==> src/rtl/hack_ram_pkg.sv <==
// Shared types and constants for the Hack RAM slices (RAM8 and up).
package hack_ram_pkg;

  localparam int WORD_W      = 16;
  localparam int RAM8_DEPTH  = 8;
  localparam int RAM8_ADDR_W = 3;

  typedef logic [WORD_W-1:0]                  word_t;
  typedef logic [RAM8_ADDR_W-1:0]             addr3_t;
  typedef logic [RAM8_DEPTH-1:0][WORD_W-1:0]  bank8_t;

  typedef enum logic {
    IDLE  = 1'b0,
    CLEAR = 1'b1
  } ram8_wr_state_t;

endpackage

==> src/rtl/ram8_write_bank_dmux8.sv <==
// 1-to-8 demux of a single enable onto a one-hot bus; reused by wider RAM write paths.
module dmux8_1_bit
  import hack_ram_pkg::*;
(
  input  logic       en,
  input  addr3_t     sel,
  output logic [7:0] out
);

  generate
    for (genvar gi = 0; gi < 8; gi++) begin : g_dec
      assign out[gi] = en && (sel == 3'(gi));
    end
  endgenerate

endmodule

==> src/rtl/ram8_write_bank.sv <==
// Write side of the 8-word RAM slice: handshake write port, dirty flags and a
// one-word-per-cycle clear sweep; all words exposed for the external read mux.
module ram8_write_bank
  import hack_ram_pkg::*;
#(
  parameter int WORD_W = hack_ram_pkg::WORD_W,
  parameter int DEPTH  = hack_ram_pkg::RAM8_DEPTH,
  parameter int ADDR_W = hack_ram_pkg::RAM8_ADDR_W
) (
  input  logic                          clk,
  input  logic                          rst,
  input  logic                          wr_valid,
  output logic                          wr_ready,
  input  logic [ADDR_W-1:0]             wr_addr,
  input  logic [WORD_W-1:0]             wr_data,
  input  logic                          clr_start,
  output logic                          busy,
  output logic [DEPTH-1:0]              dirty,
  output logic [DEPTH-1:0]              load_onehot,
  output logic [DEPTH-1:0][WORD_W-1:0]  words_out
);

  ram8_wr_state_t               state_q, state_d;
  logic [ADDR_W-1:0]            clr_idx_q, clr_idx_d;
  logic [DEPTH-1:0]             dirty_q, dirty_d;
  logic [DEPTH-1:0][WORD_W-1:0] words_q, words_d;
  logic                         wr_accept;

  // Ready is masked during reset so no load pulse escapes while the bank is held.
  assign wr_ready  = (state_q == IDLE) && !rst;
  assign busy      = (state_q == CLEAR);
  assign wr_accept = wr_valid && wr_ready;

  dmux8_1_bit u_dmux (
    .en  (wr_accept),
    .sel (wr_addr),
    .out (load_onehot)
  );

  always_comb begin
    state_d   = state_q;
    clr_idx_d = clr_idx_q;
    dirty_d   = dirty_q;
    words_d   = words_q;
    case (state_q)
      IDLE: begin
        for (int i = 0; i < DEPTH; i++) begin
          if (load_onehot[i]) begin
            words_d[i] = wr_data;
            dirty_d[i] = 1'b1;
          end
        end
        if (clr_start) begin
          state_d   = CLEAR;
          clr_idx_d = '0;
        end
      end
      CLEAR: begin
        words_d[clr_idx_q] = '0;
        dirty_d[clr_idx_q] = 1'b0;
        clr_idx_d          = clr_idx_q + 1'b1;
        if (clr_idx_q == ADDR_W'(DEPTH - 1)) begin
          state_d = IDLE;
        end
      end
      default: state_d = IDLE;
    endcase
  end

  always_ff @(posedge clk) begin
    if (rst) begin
      state_q   <= IDLE;
      clr_idx_q <= '0;
      dirty_q   <= '0;
      words_q   <= '0;
    end else begin
      state_q   <= state_d;
      clr_idx_q <= clr_idx_d;
      dirty_q   <= dirty_d;
      words_q   <= words_d;
    end
  end

  assign dirty     = dirty_q;
  assign words_out = words_q;

endmodule

==> config.mk <==
export PLATFORM = sky130hd
export DESIGN_NAME = ram8_write_bank
export DESIGN_NICKNAME = d
export VERILOG_FILES = /design/src/rtl/hack_ram_pkg.sv /design/src/rtl/ram8_write_bank_dmux8.sv /design/src/rtl/ram8_write_bank.sv
export SDC_FILE = /design/constraint.sdc
export NUM_CORES = 1
export LEC_CHECK = 0
export CORE_UTILIZATION = 38
export CTS_CLUSTER_DIAMETER = 120
export DETAILED_ROUTE_END_ITERATION = 8
export PLACE_DENSITY = 0.73
export SYNTH_ARGS = -nofsm -noshare
export SYNTH_HDL_FRONTEND = slang
export SYNTH_SLANG_ARGS = --single-unit
==> constraint.sdc <==
create_clock -name clk -period 3 [get_ports clk]
set_clock_uncertainty 0.05 [all_clocks]
set_input_delay 0.9 -clock clk [delete_from_list [all_inputs] [get_ports clk]]
set_output_delay 0.9 -clock clk [all_outputs]
set_load 0.05 [all_outputs]
# Word level (Yosys, flattened, before mapping)
# Cells that the tools add are included.
word_totals:
  register_bits: 140
  inputBits: 23
  word_cells: 83
op_classes:
  add_sub_neg: 1
  magnitude_cmp: 2
  eq_ne: 17
  muxes: 27
  bitwise_logic: 5
  reduce_logical: 13
ops:
  columns: ["cell", "n"]
  rows:
  - ["128-bit one-hot mux with 2 select lines", 1]
  - ["16-bit two-way mux", 9]
  - ["128-bit AND", 1]
  - ["128-bit NOT", 1]
  - ["16-bit demux with 3-bit select", 1]
  - ["2-bit != test (second input constant)", 9]
  - ["8-bit one-hot mux with 2 select lines", 1]
  - ["3-bit equality test (second input constant)", 5]
  - ["1-bit logical AND", 11]
  - ["1-bit two-way mux", 11]
  - ["8-bit AND", 1]
  - ["8-bit NOT", 1]
  - ["3-bit by 2-bit equality test with 1-bit output (second input constant)", 2]
  - ["3-bit one-hot mux with 2 select lines", 1]
  - ["3-bit by 4-bit less-than comparator with 1-bit output (second input constant)", 1]
  - ["3-bit by 1-bit adder with 3-bit output (second input constant)", 1]
  - ["1-bit demux with 3-bit select", 1]
  - ["3-bit by 1-bit equality test with 1-bit output (second input constant)", 1]
  - ["3-bit by 1-bit >= comparator with 1-bit output (second input constant)", 1]
  - ["3-bit zero test", 1]
  - ["3-bit two-way mux", 1]
  - ["1-bit one-hot mux with 2 select lines", 1]
  - ["1-bit zero test", 1]
  - ["1-bit NOT", 1]

# Longest topological paths before layout
logic_depth:
  ltp_word: 7
  mapped_depth: 6

# Cells and area by module
# A second synthesis with hierarchy kept.
unflattened:
  cells_unflattened: 668
  area_unflattened_um2: 6835.3
modules_own_cells:
  columns: ["module", "instances", "cells_per_inst", "area_per_inst_um2", "seq_area_each_um2"]
  rows:
  - ["ram8_write_bank", 1, 660, 6739.0, 2802.7]
  - ["dmux8_1_bit", 1, 8, 96.3, 0.0]

# Least setup slack after synthesis
# Ideal clock, no wire load.
synth_timing:
  kind: "input port to output port"
  startpoint: "in rst"
  endpoint: "out load_onehot[6]"
  arrival_ns: 2.009
  t_required_ns: 2.050
  setup_slack_ns: 0.041
  cell_stages: 4
  n_path_buf: 1
  path_cell_list: "or3_1 > or2_1 > clkbuf_1 > inv_1"
synth_via:
  elab_chain_len: 4
synth_lines:
  columns: ["item", "line_no", "source"]
  rows:
  - ["from (decl)", "ram8_write_bank.sv:11", "input logic rst,"]
  - ["1-bit zero test", "ram8_write_bank.sv:30", "assign wr_ready = (state_q == IDLE) && !rst;"]
  - ["1-bit logical AND", "ram8_write_bank.sv:30", null]
  - ["1-bit logical AND", "ram8_write_bank.sv:32", "assign wr_accept = wr_valid && wr_ready;"]
  - ["1-bit logical AND", "ram8_write_bank_dmux8.sv:12", "assign out[gi] = en && (sel == 3'(gi));"]
  - ["to (decl)", "ram8_write_bank.sv:19", "output logic [DEPTH-1:0] load_onehot,"]
# No other way between the ends.

# Worst setup path in the final report
layout_timing:
  startpoint: "in wr_addr[1]"
  endpoint: "out load_onehot[1]"
layout_via:
  elab_chain_len: 2
layout_lines:
  columns: ["item", "line_no", "source"]
  rows:
  - ["from (decl)", "ram8_write_bank.sv:14", "input logic [ADDR_W-1:0] wr_addr,"]
  - ["3-bit by 1-bit equality test with 1-bit output", "ram8_write_bank_dmux8.sv:12", null]
  - ["1-bit logical AND", "ram8_write_bank_dmux8.sv:12", null]
# No other way between the ends.

==> results.json <==
{
  "area_growth_pct": 47.33,
  "die_h_um": 121.3,
  "p_per_area_mw_per_mm2": 564.3,
  "antenna_found_initial": 0,
  "cts_buffer_depth": 2,
  "netSwitchingFraction_pct": 23.21,
  "rows": 43,
  "wl_per_cell_um": 20.03,
  "drive_above_1_share_pct": 17.57,
  "fin_cells": 880,
  "nNetsFinal": 712,
  "arrival_ps": 2030,
  "synth_largest_area_cell": "dfxtp_1",
  "worstPathMaxFanout": 4,
  "crit_buf_inv": 3,
  "fin_crit_ps": 2975,
  "cpMaxStageDelayCell": "or3b_4",
  "ys.flop_type": "dfxtp_1",
  "ctsHtreeMaxLevel": 4,
  "worst_ep_required_time_ps": 2050,
  "cts_tree": "done",
  "top_level_ports": 169,
  "dpl.cell_count": 846,
  "rsz0062_at_grt": "false",
  "detail_route.vias_per_cell": 5.605,
  "cpPeakStageDelay_ps": 420,
  "synth_area_leaders": "dfxtp_1 52%, a31o_1 16%, nor3_1 10%",
  "fin_hold_ws_ps": 397.0,
  "drt-pass1-iter-count": 5,
  "clockPowerShare_pct": 49.8,
  "synth_cell_type_count": 31,
  "whs_path_depth": 1,
  "hold_viol": 0,
  "dieArea_sq_mm": 0.01471,
  "synth-async-reset-ratio_pct": 0,
  "hold_path.class": "reg -> reg",
  "coreArea_sq_mm": 0.01388,
  "globalplace.congestion": 0.8085,
  "cts_sinks": 140,
  "p_comb_share_pct": 8.1,
  "end_kind": "output port",
  "drtAntennaViolNets": 0,
  "hp-start": "dirty[5]",
  "synth_top_area_share_pct": 51.84,
  "hold_path_end": "dirty[5]",
  "ctsHoldBuffers": 0,
  "reg2reg_to": "words_out[124]",
  "path_class": "in -> out",
  "num_antenna_cells": 0,
  "synth_edf_count": 0,
  "grt_max_degree": 34,
  "synth.most_common_cell": "dfxtp_1",
  "crit_family": "simple AND/OR/NAND/NOR gates",
  "synth_area_sq_mm": 0.005406,
  "dieWidth_um": 121.3,
  "vias": 4932,
  "peakVddDrop_v": 0.0003709,
  "cts_root_buf": "clkbuf_16",
  "gr-total-overflow": 0,
  "clock.fmax_mhz": 336.1,
  "slew-limit-headroom_pct": 45.81,
  "dp_hpwl_mm": 11.66,
  "yosysSeqAreaShare_pct": 51.84,
  "io_buffer_count": 168,
  "n_fill_cell": 1195,
  "ys_ff_latch": 140,
  "first_iter_violations": 441,
  "p_switching_w": 0.001043,
  "grtUsageTotal_pct": 24.65,
  "clock_latency_ps": 410,
  "routed_wl_mm": 17.62,
  "numCtsBuffers": 17,
  "utilization_pct": 57.38,
  "grt_pass1_wl_mm": 26.65,
  "synth_common_cells": "140 x dfxtp_1, 112 x nor3_1, 100 x a31o_1, 45 x clkbuf_1, 19 x buf_2",
  "worstReg2RegStart": "busy",
  "slew_violations": 0,
  "met3_usage_pct": 6.720,
  "clkTransAtPathRegs_ps": 60,
  "seq_power_share_pct": 42.1,
  "grt-busiest-layer": "met2",
  "grt_pass1_vias": 4776,
  "r2r_cells": 5,
  "startpoint_type": "primary input",
  "crit_chain": "clkdlybuf4s15_1 > or3b_4 > or2_4 > inv_4 > buf_12",
  "drc": 0,
  "power_leakage_nw": 2.874,
  "cap_violations": 0,
  "internal_power_w": 0.003452,
  "r2r_slack_ps": 1220,
  "setup_viol": 0,
  "period_share_pct": 99.17,
  "synth_nets": 563,
  "yosys_warnings": 0,
  "syn_inst": 538,
  "syn_avg_cell_area_sq_um": 10.05,
  "setup_tns_ps": 0,
  "status": "finished, final reports clean",
  "grt_use_met1_pct": 30.88,
  "grtUsageMet2_pct": 38.92,
  "start_util_pct": 38.95,
  "worst_pin_slew_ps": 812.8
}
[metal layers]
layer,vias to the layer above,wire length [um]
li1,2284,-
met1,2388,7309
met2,219,8278
met3,41,1394
met4,0,639
met5,-,0
[worst reg2reg max path, cell delays in order, from the launching register on]
cell,delay [ps]
dfxtp_1,330
or3b_4,470
buf_4,180
nor2_4,130
buf_4,320
mux2i_1,240
[worst max path at each step]
stage,startpoint,cells past startpoint,to
floorplan,rst,4,load_onehot[6]
global placement,rst,5,load_onehot[2]
detailed placement,rst,5,load_onehot[2]
CTS,wr_addr[1],5,load_onehot[0]
global route,wr_addr[1],5,load_onehot[1]
finish,wr_addr[1],5,load_onehot[1]
[power groups by stage]
stage	registers [W]	clock network, W	logic, W
finish	0.00189	0.00224	0.000365
global route	0.00189	0.00235	0.000384
CTS	0.00189	0.00226	0.000363
detailed placement	0.00193	0	0.000359
global placement	0.00193	0	0.000354
floorplan	0.00199	0	0.000157
[registers in the layout, indices dropped and copies added, names as in the netlist]
| name | cells |
|---|---|
| busy | 1 |
| dirty | 8 |
| words_out | 128 |
| clr_idx_q | 3 |
[layout make-up]
cell class,instances,area (sq um),share of cell area [%]
clock buffer,22,474.2,5.954
clock inverter,10,161.4,2.026
inverter,10,42.54,0.5341
multi-input combinational,316,2255,28.31
sequential,140,2803,35.19
tap,180,225.2,2.828
timing repair buffer,202,2004,25.16
[cell families after synthesis]
kind of cell             count (synthesis)  synth area share (%)
multiplexers                            17                 3.147
flip-flops                             140                 51.84
AO/OA/AOI/OAI                          131                 21.18
AND/OR/NAND/NOR                        166                 16.59
adder cells (fa/ha/maj)                  2                0.4628
buffers and inverters                   82                 6.781
[timing repair]
item | 4_1_cts | 5_1_grt
gates cloned | 0 | 0
pin swaps | 9 | 3
buffers inserted | 2 | 0
hold endpoints to repair | 0 | 0
resized for setup | 24 | 2
setup endpoints to repair | 8 | 4
[cell usage in the layout (no fill, tap or decap), drive strengths merged]
cell type | netlist | final
mux2i | 17 | 17
or3 | 1 | 1
clkinv | 0 | 2
nand2 | 16 | 16
nor3b | 2 | 2
a31oi | 2 | 2
a31o | 112 | 112
a41oi | 6 | 6
a21oi | 2 | 2
or2 | 7 | 7
clkbuf | 46 | 24
a211oi | 1 | 1
or3b | 18 | 18
nor3 | 112 | 112
dfxtp | 140 | 140
a21o | 8 | 8
clkinvlp | 0 | 3
ha | 2 | 2
nand3b | 2 | 2
inv | 10 | 11
clkdlybuf4s15 | 0 | 1
nand3 | 1 | 1
clkdlybuf4s50 | 0 | 153
buf | 26 | 46
nor2 | 7 | 7
bufinv | 0 | 4
[stage by stage]
| step | worst slack [ps] | instance area (sq um) | power [W] |
|---|---|---|---|
| 2_1_floorplan | 41.34 | 5406 | 0.002143 |
| 3_5_place_dp | -468.3 | 7313 | 0.002291 |
| 5_1_grt | 5.236 | 7965 | 0.004622 |
| 3_3_place_gp | -452.8 | 7313 | 0.002285 |
| 4_1_cts | 2.327 | 7975 | 0.004511 |
| 6_report | 24.79 | 7965 | 0.004495 |
No activity file was read; power rests on OpenSTA's default activity.
